### config.mk
export PLATFORM = sky130hd
export DESIGN_NAME = invert_err_capture
export DESIGN_NICKNAME = d
export VERILOG_FILES = /design/src/rtl/invert_pkg.sv /design/src/rtl/invert_err_capture.sv
export SDC_FILE = /design/constraint.sdc
export NUM_CORES = 1
export LEC_CHECK = 0
export ABC_CLOCK_PERIOD_IN_PS = 3300
export BUFFER_PORTS_ARGS = -buffer_cell sky130_fd_sc_hd__buf_2
export CAP_MARGIN = 20
export CORE_AREA = 2 2 58 49
export CTS_BUF_LIST = sky130_fd_sc_hd__clkbuf_8
export CTS_CLUSTER_SIZE = 10
export DETAILED_ROUTE_END_ITERATION = 12
export DIE_AREA = 0 0 60 51
export PLACE_DENSITY_LB_ADDON = 0.1
export SLEW_MARGIN = 20
export SYNTH_ARGS = -nofsm -noshare
export SYNTH_HDL_FRONTEND = slang
export SYNTH_SLANG_ARGS = --single-unit
### constraint.sdc
create_clock -name clk -period 3.3 [get_ports clk]
set_input_delay 0.33 -clock clk [delete_from_list [all_inputs] [get_ports clk]]
set_output_delay 0.33 -clock clk [all_outputs]
set_load 0.03 [all_outputs]
### src/rtl/invert_pkg.sv
// Shared types and the reference response function for the 8-bit inverter checker.
package invert_pkg;

    localparam int unsigned WIDTH = 8;

    typedef enum logic [1:0] {
        IDLE = 2'd0,
        RUN  = 2'd1,
        DONE = 2'd2
    } state_t;

    // One stimulus/response vector pair as seen by the checker.
    typedef struct packed {
        logic [WIDTH-1:0] a;
        logic [WIDTH-1:0] f;
    } pair_t;

    // Expected inverter response; also used by the inverter model.
    function automatic logic [WIDTH-1:0] expected_f(input logic [WIDTH-1:0] a);
        return ~a;
    endfunction

endpackage

### src/rtl/invert_err_capture.sv
// Saturating data-mismatch counter and first-mismatch capture registers.
module invert_err_capture
    import invert_pkg::*;
#(
    parameter int unsigned CNT_W = 6
) (
    input  logic             clk,
    input  logic             rst,
    input  logic             clear,
    input  logic             accept,
    input  logic             data_err,
    input  logic [CNT_W-1:0] idx,
    input  pair_t            pair,
    output logic [CNT_W-1:0] err_count,
    output logic [CNT_W-1:0] first_idx,
    output pair_t            first_pair
);

    // A zero count marks the first mismatch of the run; saturation never returns it to zero.
    always_ff @(posedge clk) begin
        if (rst || clear) begin
            err_count  <= '0;
            first_idx  <= '0;
            first_pair <= '0;
        end else if (accept && data_err) begin
            if (err_count != '1) begin
                err_count <= err_count + CNT_W'(1);
            end
            if (err_count == '0) begin
                first_idx  <= idx;
                first_pair <= pair;
            end
        end
    end

endmodule

==> impl_results.md, run 1 <==
- Clock period minus final worst setup slack: around 2000 ps
- Library cell contributing the largest single delay on the critical path: sky130_fd_sc_hd__nand4b_1
- Number of buffers on the longest clock path: 2
- Length of routed wiring on met1: around 1300 µm
- DRC Markers: 0
- Routed WL per cell: 12.5 µm
- R2r setup slk: approximately 1300 ps
- Depth of the most critical reg-to-reg path: 5
- Total of fill cells in the finished design: ~240
- Crit-path max FO: 22
- Class of the most critical hold timing path: input pin to flip-flop
- Final hold violations: 0
- Initial antenna violation count: 0
- Critical Path Sink Type: flip-flop
- Slew of the pin with the lowest slew margin: roughly 950 ps
- Final weighted congestion in routability-driven placement: ~0.7
- Hold buffer count at cts: 0
- Post-DP HPWL: 1950 µm
- Starting density of the core: a little under half
- Total congestion overflow: 0
- Leakage Power: approximately 0.66 nW
- All-Layer GR Usage: around a fifth
- Maximum single-stage delay on the critical path: 740 ps
- Slew margin rel.: between 30 and 40%
- # diodes: 0
- First-iteration detailed-routing DRC count: between 40 and 50
- Full die area: around 3000 µm²
- Clock transition at the register clock pins on the worst setup and hold paths after CTS: roughly 90 ps
- Clock root buffer: sky130_fd_sc_hd__clkbuf_8
- Hold wc startpoint: pair[8]
- First-pass GRT wire length: 4400 µm
- Routed length on met3: around 120 µm
- Wire length reported by the detailed router: between 2000 and 3000 µm
- DR pass1 iterations: 4
- Yosys Warn Count: 0
- Peak supply drop: slightly below 0.0003 V
- Remaining number of nets flagged by the antenna check after routing: 0
- Path type of the worst setup path: flip-flop to flip-flop
- Required time worst endpoint: 3450 ps
- Number of failing setup endpoints in the final timing report: 0
- Clock tree from TritonCTS: built
- Run status: finished, final reports clean
- Die Y: 51 µm
- Fmax: roughly 500 MHz
- Pwr/cell area: approximately 450 nW/µm²
- Die X-Extent: roughly 60 µm
- Via count of the first global-routing pass: 1036
- Number of cells in the design after placement: 222
- Unrepaired setup endpoints after global routing: no
- Tcrit/Tclk final: 60.9%
- CP arrival: ~2200 ps
- Proportion of layout cells with a drive suffix above 1: roughly 33%
- Highest layer used for signal routing: met4
- Part of the Yosys area used for sequential elements: ~47%
- Endpoint of the lowest-slack register-to-register path: first_pair[0]
- Fin nets: approximately 220
- Total CTS buffers: 3
- Count of max-cap constraint violations: 0
- Setup Skew: 4.34 ps
- I/O Buffers: 54
- Number of cells in the finished layout apart from fillers: 226
- Cell count after synthesis: 141
- IO Pins: 55
- Core region area: between 2000 and 3000 µm²
- Post-synthesis cell type count: 25
- H-tree Lvls: 1
- Total number of vias: approximately 1.2k
- Hold path endpoint: first_pair[8]
- Number of buffers inserted by post-CTS setup repair: 0
- Mapped Nets: between 150 and 200
- Number of clock sinks: 28
- Maximum number of pins on one net before global-route repair: 26
- Flip-flop and latch count after synthesis: 28
- DR vias/cell: 5.24
- Rows: 17
- P&R area growth vs syn: 26.3%
- Startpoint type of the worst setup path: flip-flop
- Detail Route met2 WL: 1390 µm
- Cell count of the worst hold path: 3
- Max Transition Viols Final: 0
- R2r startpoint: err_count[0]
- Average cell area after synthesis: 8.54 µm²
- Netlist area before placement: roughly 1200 µm²
- Count of instances resized after the clock tree is built: 0
- Final total negative setup slack: 0 ps
- CP cell instances: inv_1 > ha_1 > nand4b_1 > o21ai_1 > a21oi_1
- Clk Latency, worst-skew pair: ~270 ps
layer usage:
| metal | vias up | global-route usage (%) |
|---|---|---|
| li1 | 603 | - |
| met1 | 550 | 21.6 |
| met2 | 30 | 34.8 |
| met3 | 2 | 4.56 |
| met4 | 0 | 4.44 |
| met5 | - | 0 |
final cells by class:
cell class | count | area, µm² | share of cell area, %
clock buffer | 3 | 41.3 | 2.72
multi-input combinational | 99 | 556 | 36.5
inverter | 2 | 7.51 | 0.494
tap | 38 | 47.5 | 3.13
sequential | 28 | 561 | 36.9
clock inverter | 1 | 30.0 | 1.98
timing repair buffer | 55 | 278 | 18.3
Yosys cell counts:
| cell type | instances | area (µm²) |
|---|---|---|
| sky130_fd_sc_hd__o2111a_1 | 1 | 11.3 |
| sky130_fd_sc_hd__mux2i_1 | 2 | 20.0 |
| sky130_fd_sc_hd__and3_1 | 2 | 12.5 |
| sky130_fd_sc_hd__nand3_1 | 24 | 120 |
| sky130_fd_sc_hd__inv_1 | 2 | 7.51 |
| sky130_fd_sc_hd__and4_1 | 1 | 8.76 |
| sky130_fd_sc_hd__a21oi_1 | 24 | 120 |
| sky130_fd_sc_hd__buf_6 | 3 | 33.8 |
| sky130_fd_sc_hd__nor3_1 | 2 | 10.0 |
| sky130_fd_sc_hd__nand4b_1 | 1 | 8.76 |
| sky130_fd_sc_hd__ha_1 | 2 | 25.0 |
| sky130_fd_sc_hd__a31oi_1 | 3 | 18.8 |
| sky130_fd_sc_hd__clkbuf_4 | 2 | 15.0 |
| sky130_fd_sc_hd__and4b_1 | 2 | 20.0 |
| sky130_fd_sc_hd__nor3_2 | 1 | 10.0 |
| sky130_fd_sc_hd__or2_2 | 1 | 6.26 |
| sky130_fd_sc_hd__nand2_1 | 6 | 22.5 |
| sky130_fd_sc_hd__o21ai_0 | 1 | 5.00 |
| sky130_fd_sc_hd__o21ai_1 | 22 | 110 |
| sky130_fd_sc_hd__or3_4 | 1 | 11.3 |
| sky130_fd_sc_hd__dfxtp_1 | 28 | 561 |
| sky130_fd_sc_hd__a211oi_1 | 1 | 7.51 |
| sky130_fd_sc_hd__clkbuf_1 | 3 | 11.3 |
| sky130_fd_sc_hd__buf_2 | 4 | 20.0 |
| sky130_fd_sc_hd__nor2_1 | 2 | 7.51 |
worst max-delay path, delay by kind of cell (launching register included):
family	cells	cell delay, ps
buffers and inverters	1	80
and+or+nand+nor	1	740
AOI/OAI and AO/OA	2	540
DFF	1	350
adders and majority gates	1	160
cells in the final DEF (no fill, tap or decap), drive strengths merged, types with 2 or more instances in the layout:
cell    Yosys  final
nand3      24     24
mux2i       2      2
dfxtp      28     28
a31oi       3      3
nor3        3      3
buf         7     55
o21ai      23     23
nor2        2      2
and4b       2      2
and3        2      2
ha          2      2
clkbuf      5      3
inv         2      2
nand2       6      6
a21oi      24     24
power by group:
part	leakage [nW]	internal [mW]	switching, mW
Clock	0.0357	0.162	0.103
Sequential	0.227	0.344	0.00297
Combinational	0.399	0.0244	0.0415
Total	0.661	0.531	0.148
flip-flops by register name (all words and copies together) (netlist names):
| name | flops |
|---|---|
| first_idx | 6 |
| err_count | 6 |
| first_pair | 16 |
cells by family (layout without fill, tap and decap cells):
group,Yosys count,in the layout,share of synthesized area [%]
fa+ha+maj,2,2,2.08
mux,2,2,1.66
buf+inv,14,61,7.28
flops,28,28,46.6
simple gates,43,43,19.8
compound gates,52,52,22.7
through the flow:
| step | worst slack [ps] | power, mW | cell area, µm² | hold slack, ps | util (%) |
|---|---|---|---|---|---|
| after floorplan | 1840 | 0.396 | 1200 | 478 | - |
| after global placement | 1440 | 0.420 | 1450 | 461 | 56.3 |
| after detailed placement | 1280 | 0.421 | 1450 | 471 | 56.3 |
| after CTS | 1270 | 0.690 | 1520 | 289 | 59.1 |
| after global routing | 1130 | 0.705 | 1520 | 305 | 59.1 |
| final | 1290 | 0.679 | 1520 | 294 | 59.1 |
worst max path at each step:
stage / from / end / slack (ps) / depth (start not counted)
5_1_grt: err_count[0] / first_pair[12] / 1130 / 5
6_report: err_count[0] / first_pair[0] / 1290 / 5
3_3_place_gp: err_count[0] / first_pair[13] / 1440 / 5
3_5_place_dp: err_count[0] / first_pair[0] / 1280 / 5
2_1_floorplan: err_count[0] / first_idx[0] / 1840 / 6
4_1_cts: err_count[0] / first_pair[0] / 1270 / 5
Power figures use the tool's default switching activity.
==> run 2, diff against run 1 <==
- ABC_AREA: unset -> 1
- ABC_CLOCK_PERIOD_IN_PS: 3300 -> 1700
- CORE_AREA: 2 2 58 49 -> 2 2 63 53
- DIE_AREA: 0 0 60 51 -> 0 0 65 55
- clock period: 3.3 -> 1.7 ns (I/O delays scaled with it)
==> impl_results.md, run 2 <==
- Total of fill cells in the finished design: 303 (+25%)
- Slew of the pin with the lowest slew margin: 380 ps (-570 ps)
- Routed WL per cell: 10.0 µm (-20%)
- R2r startpoint: err_count[0]
- Pwr/cell area: 901 nW/µm² (+100%)
- Most numerous cell types in the synthesized netlist: 52 x sky130_fd_sc_hd__nor2_1, 28 x sky130_fd_sc_hd__dfxtp_1, 20 x sky130_fd_sc_hd__o21ai_1
- Proportion of layout cells with a drive suffix above 1: 31.9% (-1.1 points)
- Full die area: 3580 µm² (+17%)
- Highest layer used for signal routing: met3
- # diodes: 0 (unchanged)
- Final total negative setup slack: 0 ps (unchanged)
- Clock tree from TritonCTS: built
- Part of the Yosys area used for sequential elements: 46.6% (unchanged)
- Number of buffers on the longest clock path: 2 (unchanged)
- Class of the most critical hold timing path: input pin to flip-flop
- Rows: 18 (+1)
- Required time worst endpoint: 1880 ps (-1570 ps)
- All-Layer GR Usage: 15.1% (-3.8 points)
- Clk Latency, worst-skew pair: 270 ps (about the same)
- Library cell with the highest instance count after synthesis: sky130_fd_sc_hd__nor2_1
- Average cell area after synthesis: 7.62 µm² (-11%)
- Flip-flop and latch count after synthesis: 28 (unchanged)
- Die X-Extent: 65 µm (+8.3%)
- First-iteration detailed-routing DRC count: 44 (+2.3%)
- Die Y: 55 µm (+7.8%)
- Final hold violations: 0 (unchanged)
- Total CTS buffers: 3 (unchanged)
- Remaining number of nets flagged by the antenna check after routing: 0 (unchanged)
- Top cell type's share of synthesized area: 46.6% (unchanged)
- Post-DP HPWL: 1890 µm (-3.1%)
- Final weighted congestion in routability-driven placement: 0.740 (+7.7%)
- Initial antenna violation count: 0 (unchanged)
- Post-synthesis cell type count: 22 (-12%)
- H-tree Lvls: 1 (unchanged)
- DRC Markers: 0 (unchanged)
- Most frequent cells in the layout: 54 x sky130_fd_sc_hd__buf_2, 52 x sky130_fd_sc_hd__nor2_1, 28 x sky130_fd_sc_hd__dfxtp_1
- CP arrival: 1640 ps (-510 ps)
- P&R area growth vs syn: 27.2%
- IO Pins: 55 (unchanged)
- Max Transition Viols Final: 0 (unchanged)
- I/O Buffers: 54 (unchanged)
- Peak supply drop: 0.000700 V (+140%)
- Yosys Warn Count: 0 (unchanged)
- Total number of vias: 1120 (-5.5%)
- Startpoint type of the worst setup path: flip-flop
- Hold wc startpoint: idx[0]
- Via count of the first global-routing pass: 1007 (-2.8%)
- Mapped Nets: 187 (+10%)
- DR pass1 iterations: 4 (unchanged)
- Routed length on met3: 195 µm (+57%)
- Clock root buffer: sky130_fd_sc_hd__clkbuf_8
- Fraction of registers with async set or reset after synthesis: 0% (unchanged)
- Leakage Power: 0.734 nW (+11%)
- Largest registers in the final layout: first_pair: 16 flops, err_count: 6 flops, first_idx: 6 flops
- Power Total: 1.38 mW (+100%)
- Run status: finished, final reports clean
- Number of buffers inserted by post-CTS setup repair: 0 (unchanged)
- Crit path from: err_count[0]
- Clock transition at the register clock pins on the worst setup and hold paths after CTS: 90 ps (about the same)
- Number of flip-flops in the largest register: 16 (unchanged)
- Total congestion overflow: 0 (unchanged)
- Cell count after synthesis: 158 (+12%)
- Critical Path Sink Type: flip-flop
- Number of failing setup endpoints in the final timing report: 0 (unchanged)
- DR vias/cell: 4.48 (-15%)
- First-pass GRT wire length: 4210 µm (-4.4%)
- Length of routed wiring on met1: 1180 µm (-9.7%)
- Wire length reported by the detailed router: 2510 µm (-11%)
- Starting density of the core: 40.8% (-6.0 points)
- Hold buffer count at cts: 0 (unchanged)
- Crit-path max FO: 23 (+4.5%)
- Count of instances resized after the clock tree is built: 0 (unchanged)
- Number of clock sinks: 28 (unchanged)
- Tcrit/Tclk final: 85.8% (+25 points)
- Most frequent standard cell in the layout excluding fill and tap cells: sky130_fd_sc_hd__buf_2
- Fin nets: 240 (+10%)
- Fmax: 685 MHz (+38%)
- Netlist area before placement: 1200 µm² (unchanged)
- Slew margin rel.: 74.6% (+38 points)
- Top cell type by total area after synthesis: sky130_fd_sc_hd__dfxtp_1
- Register containing the most flip-flops in the final layout: first_pair
- Setup Skew: 4.44 ps (+0.105 ps)
- Clock period minus final worst setup slack: 1460 ps (-549 ps)
- Top area cells in the synthesized netlist: sky130_fd_sc_hd__dfxtp_1 47%, sky130_fd_sc_hd__nor2_1 16%, sky130_fd_sc_hd__o21ai_1 8.3%
- Core region area: 2950 µm² (+15%)
- Post-synth EDFFs: 0 (unchanged)
- Unrepaired setup endpoints after global routing: no
- Maximum number of pins on one net before global-route repair: 27 (+3.8%)
- Detail Route met2 WL: 1140 µm (-18%)
- Post-synth top flop: sky130_fd_sc_hd__dfxtp_1
- Path type of the worst setup path: flip-flop to flip-flop
- Count of max-cap constraint violations: 0 (unchanged)
[run 2: changes by cell type in the layout (fill, tap and decap cells not counted), moves of 3 or more]
cell                      change
sky130_fd_sc_hd__nor2_1      +50
sky130_fd_sc_hd__a21oi_1     -21
sky130_fd_sc_hd__nand3_1     -20
sky130_fd_sc_hd__nand2_1     +11
sky130_fd_sc_hd__inv_1        +7
sky130_fd_sc_hd__a31oi_1      -3
sky130_fd_sc_hd__nand4_1      +3
sky130_fd_sc_hd__o21ai_0      +3
[run 2: where the power goes]
part / leakage, nW / switching, mW / internal [mW]
sequential: 0.227 / 0.0110 / 0.675
clock: 0.0357 / 0.201 / 0.315
combinational: 0.471 / 0.115 / 0.0628
[run 2: per-stage QoR]
step / hold WS [ps] / setup slack (ps) / instance area [µm²] / instances / utilization [%]
finish: 130 / 241 / 1530 / 250 / 51.9
global route: 137 / 38.9 / 1530 / 250 / 51.9
CTS: 123 / 224 / 1530 / 250 / 51.9
detailed placement: 413 / 251 / 1460 / 246 / 49.5
global placement: 404 / 295 / 1460 / 246 / 49.5
floorplan: 316 / 216 / 1200 / 158 / -
[run 2: worst paths after layout]
check	depth (start not counted)	endpoint	slack (ps)
min	3	first_idx[0]	130
max	8	first_pair[11]	240
max reg2reg	8	first_pair[11]	240
min reg2reg	2	first_pair[0]	490
[run 2: cells by family after synthesis]
group	Yosys count	synth area share [%]
AO/OA/AOI/OAI	28	12.0
adder cells (fa/ha/maj)	2	2.08
XOR/XNOR	1	0.728
AND/OR/NAND/NOR	81	28.9
buffers and inverters	18	9.77
flip-flops	28	46.6
[run 2: metal layers]
| layer | track usage [%] | up-vias |
|---|---|---|
| met2 | 25.8 | 42 |
| met1 | 18.9 | 474 |
| met3 | 5.47 | 0 |
| met4 | 2.13 | 0 |
| li1 | - | 604 |
| met5 | 0 | - |
[run 2: worst max-delay path, cell delays in order, from the launching register on]
cell                      delay (ps)
sky130_fd_sc_hd__dfxtp_1         420
sky130_fd_sc_hd__inv_1            80
sky130_fd_sc_hd__ha_1            190
sky130_fd_sc_hd__nand2_1          70
sky130_fd_sc_hd__nor2_2           50
sky130_fd_sc_hd__nand2_4         240
sky130_fd_sc_hd__inv_6           130
sky130_fd_sc_hd__nor2_1          120
sky130_fd_sc_hd__nor2_1           50
[run 2: cell type report]
type,instances,area [µm²],area share (%)
timing repair buffer,55,278,18.1
multi-input combinational,112,526,34.3
clock inverter,1,30.0,1.96
inverter,11,46.3,3.02
sequential,28,561,36.6
tap,40,50.0,3.27
clock buffer,3,41.3,2.70
==> run 3, diff against run 2 <==
- CORE_AREA: 2 2 63 53 -> 2 2 64 54
- CTS_BUF_LIST: sky130_fd_sc_hd__clkbuf_8 -> unset
- DIE_AREA: 0 0 65 55 -> 0 0 66 56
==> impl_results.md, run 3 (synthesis gave the netlist of run 2 again) <==
- CP cell instances: inv_1 > ha_1 > nand2_1 > nor2_2 > nand2_4 > inv_6 > nor2_1 > nor2_1
- CP arrival: 1660 ps (+20 ps)
- Number of clock sinks: 28 (unchanged)
- Rows: 18 (unchanged)
- Final weighted congestion in routability-driven placement: 0.822 (+11%)
- Starting density of the core: 39.9% (-0.91 points)
- Clock tree from TritonCTS: built
- Class of the most critical hold timing path: input pin to flip-flop
- P&R area growth vs syn: 24.7%
- DR vias/cell: 4.59 (+2.6%)
- Post-DP HPWL: 1950 µm (+3.3%)
- Fmax: 669 MHz (-2.4%)
- Total number of vias: 1144 (+2.1%)
- Clk Latency, worst-skew pair: 260 ps (about the same)
- Hold buffer count at cts: 0 (unchanged)
- Largest registers in the final layout: first_pair: 16 flops, err_count: 6 flops, first_idx: 6 flops
- Final total negative setup slack: 0 ps (unchanged)
- Die Y: 56 µm (+1.8%)
- Total congestion overflow: 0 (unchanged)
- Most frequent standard cell in the layout excluding fill and tap cells: sky130_fd_sc_hd__buf_2
- IO Pins: 55 (unchanged)
- Initial antenna violation count: 0 (unchanged)
- Total CTS buffers: 3 (unchanged)
- Count of max-cap constraint violations: 0 (unchanged)
- Clock root buffer: sky130_fd_sc_hd__clkbuf_8
- Required time worst endpoint: 1860 ps (-20 ps)
- # diodes: 0 (unchanged)
- Startpoint type of the worst setup path: flip-flop
- Peak supply drop: 0.000311 V (-56%)
- Number of buffers inserted by post-CTS setup repair: 0 (unchanged)
- I/O Buffers: 54 (unchanged)
- Utilization of the core after routing: 49.8% (-2.2 points)
- Run status: finished, final reports clean
- Via count of the first global-routing pass: 985 (-2.2%)
- H-tree Lvls: 1 (unchanged)
- Clock period minus final worst setup slack: 1490 ps (+35.5 ps)
- First-pass GRT wire length: 4250 µm (+0.97%)
- Maximum number of pins on one net before global-route repair: 27 (unchanged)
- Proportion of layout cells with a drive suffix above 1: 31.6% (-0.33 points)
- Routed WL per cell: 10.7 µm (+6.1%)
- Slew of the pin with the lowest slew margin: 394 ps (+14.3 ps)
- Setup Skew: 4.50 ps (+0.0563 ps)
- Clock transition at the register clock pins on the worst setup and hold paths after CTS: 90 ps (about the same)
- Library cell contributing the largest single delay on the critical path: sky130_fd_sc_hd__dfxtp_1
- Number of buffers on the longest clock path: 2 (unchanged)
- DP Worst Slack: 213 ps (-38.2 ps)
- Wire length reported by the detailed router: 2650 µm (+5.7%)
- Post-route cell area: 1500 µm² (-2.0%)
- First-iteration detailed-routing DRC count: 75 (+70%)
- Number of flip-flops in the largest register: 16 (unchanged)
- All-Layer GR Usage: 14.6% (-0.46 points)
- Max Transition Viols Final: 0 (unchanged)
- Crit-path most repeated cell: sky130_fd_sc_hd__nor2_1
- Number of failing setup endpoints in the final timing report: 0 (unchanged)
- Path type of the worst setup path: flip-flop to flip-flop
- Pwr/cell area: 803 nW/µm² (-11%)
- Maximum single-stage delay on the critical path: 430 ps (about the same)
- Remaining number of nets flagged by the antenna check after routing: 0 (unchanged)
- Count of instances resized after the clock tree is built: 0 (unchanged)
- Register containing the most flip-flops in the final layout: first_pair
- Setup slack of the critical path after layout: 205 ps (-35.5 ps)
- Core region area: 3020 µm² (+2.3%)
- Crit-path max FO: 23 (unchanged)
- Slew margin rel.: 73.7% (-0.95 points)
- Final hold violations: 0 (unchanged)
- Critical Path Sink Type: flip-flop
- DRC Markers: 0 (unchanged)
- Full die area: 3700 µm² (+3.4%)
- Leakage Power: 0.720 nW (-1.9%)
- Placed Instance Area: 1460 µm² (unchanged)
- Most frequent cells in the layout: 54 x sky130_fd_sc_hd__buf_2, 52 x sky130_fd_sc_hd__nor2_1, 28 x sky130_fd_sc_hd__dfxtp_1
- DR pass1 iterations: 6 (+2)
- Fin nets: 240 (unchanged)
- Tcrit/Tclk final: 87.9% (+2.1 points)
- Unrepaired setup endpoints after global routing: no
- Die X-Extent: 66 µm (+1.5%)
run 3: changes by cell type in the layout (fill, tap and decap cells not counted), sizes merged:
cell	delta
bufinv	-1
run 3: metal layers:
metal  wire length [µm]  global-route usage (%)  up-vias
met4                 19                    5.25        0
met5                  0                       0        -
met3                171                    4.05        2
met1               1240                    19.1      503
li1                   -                       -      607
met2               1230                    22.9       32
run 3: worst max-delay path: cells and delay by family (launching register included):
| family | cells | cell delay, ps |
|---|---|---|
| simple gates | 5 | 550 |
| flops | 1 | 430 |
| buf+inv | 2 | 210 |
| fa+ha+maj | 1 | 190 |
run 3: power breakdown:
group          internal, mW  switching (mW)
clock network         0.158           0.182
registers             0.675          0.0107
logic                0.0628           0.116
total                 0.897           0.309
run 3: area by class of cell:
type	count	area (µm²)
clock buffer	3	41.3
tap	40	50.0
multi-input combinational	112	526
sequential	28	561
inverter	11	46.3
timing repair buffer	55	278
fill	330	1520
run 3: worst paths after layout:
check,endpoint,start,cells after the start,slack (ps)
max,first_pair[8],err_count[0],8,210
min,first_pair[14],pair[14],3,130
max reg2reg,first_pair[8],err_count[0],8,210
min reg2reg,first_pair[3],first_pair[3],2,480
run 3: per-stage QoR:
step,power (mW),instances,hold WS [ps]
finish,1.21,249,131
global placement,0.879,246,406
floorplan,0.831,158,316
detailed placement,0.883,246,409
global route,1.28,249,122
CTS,1.23,249,124
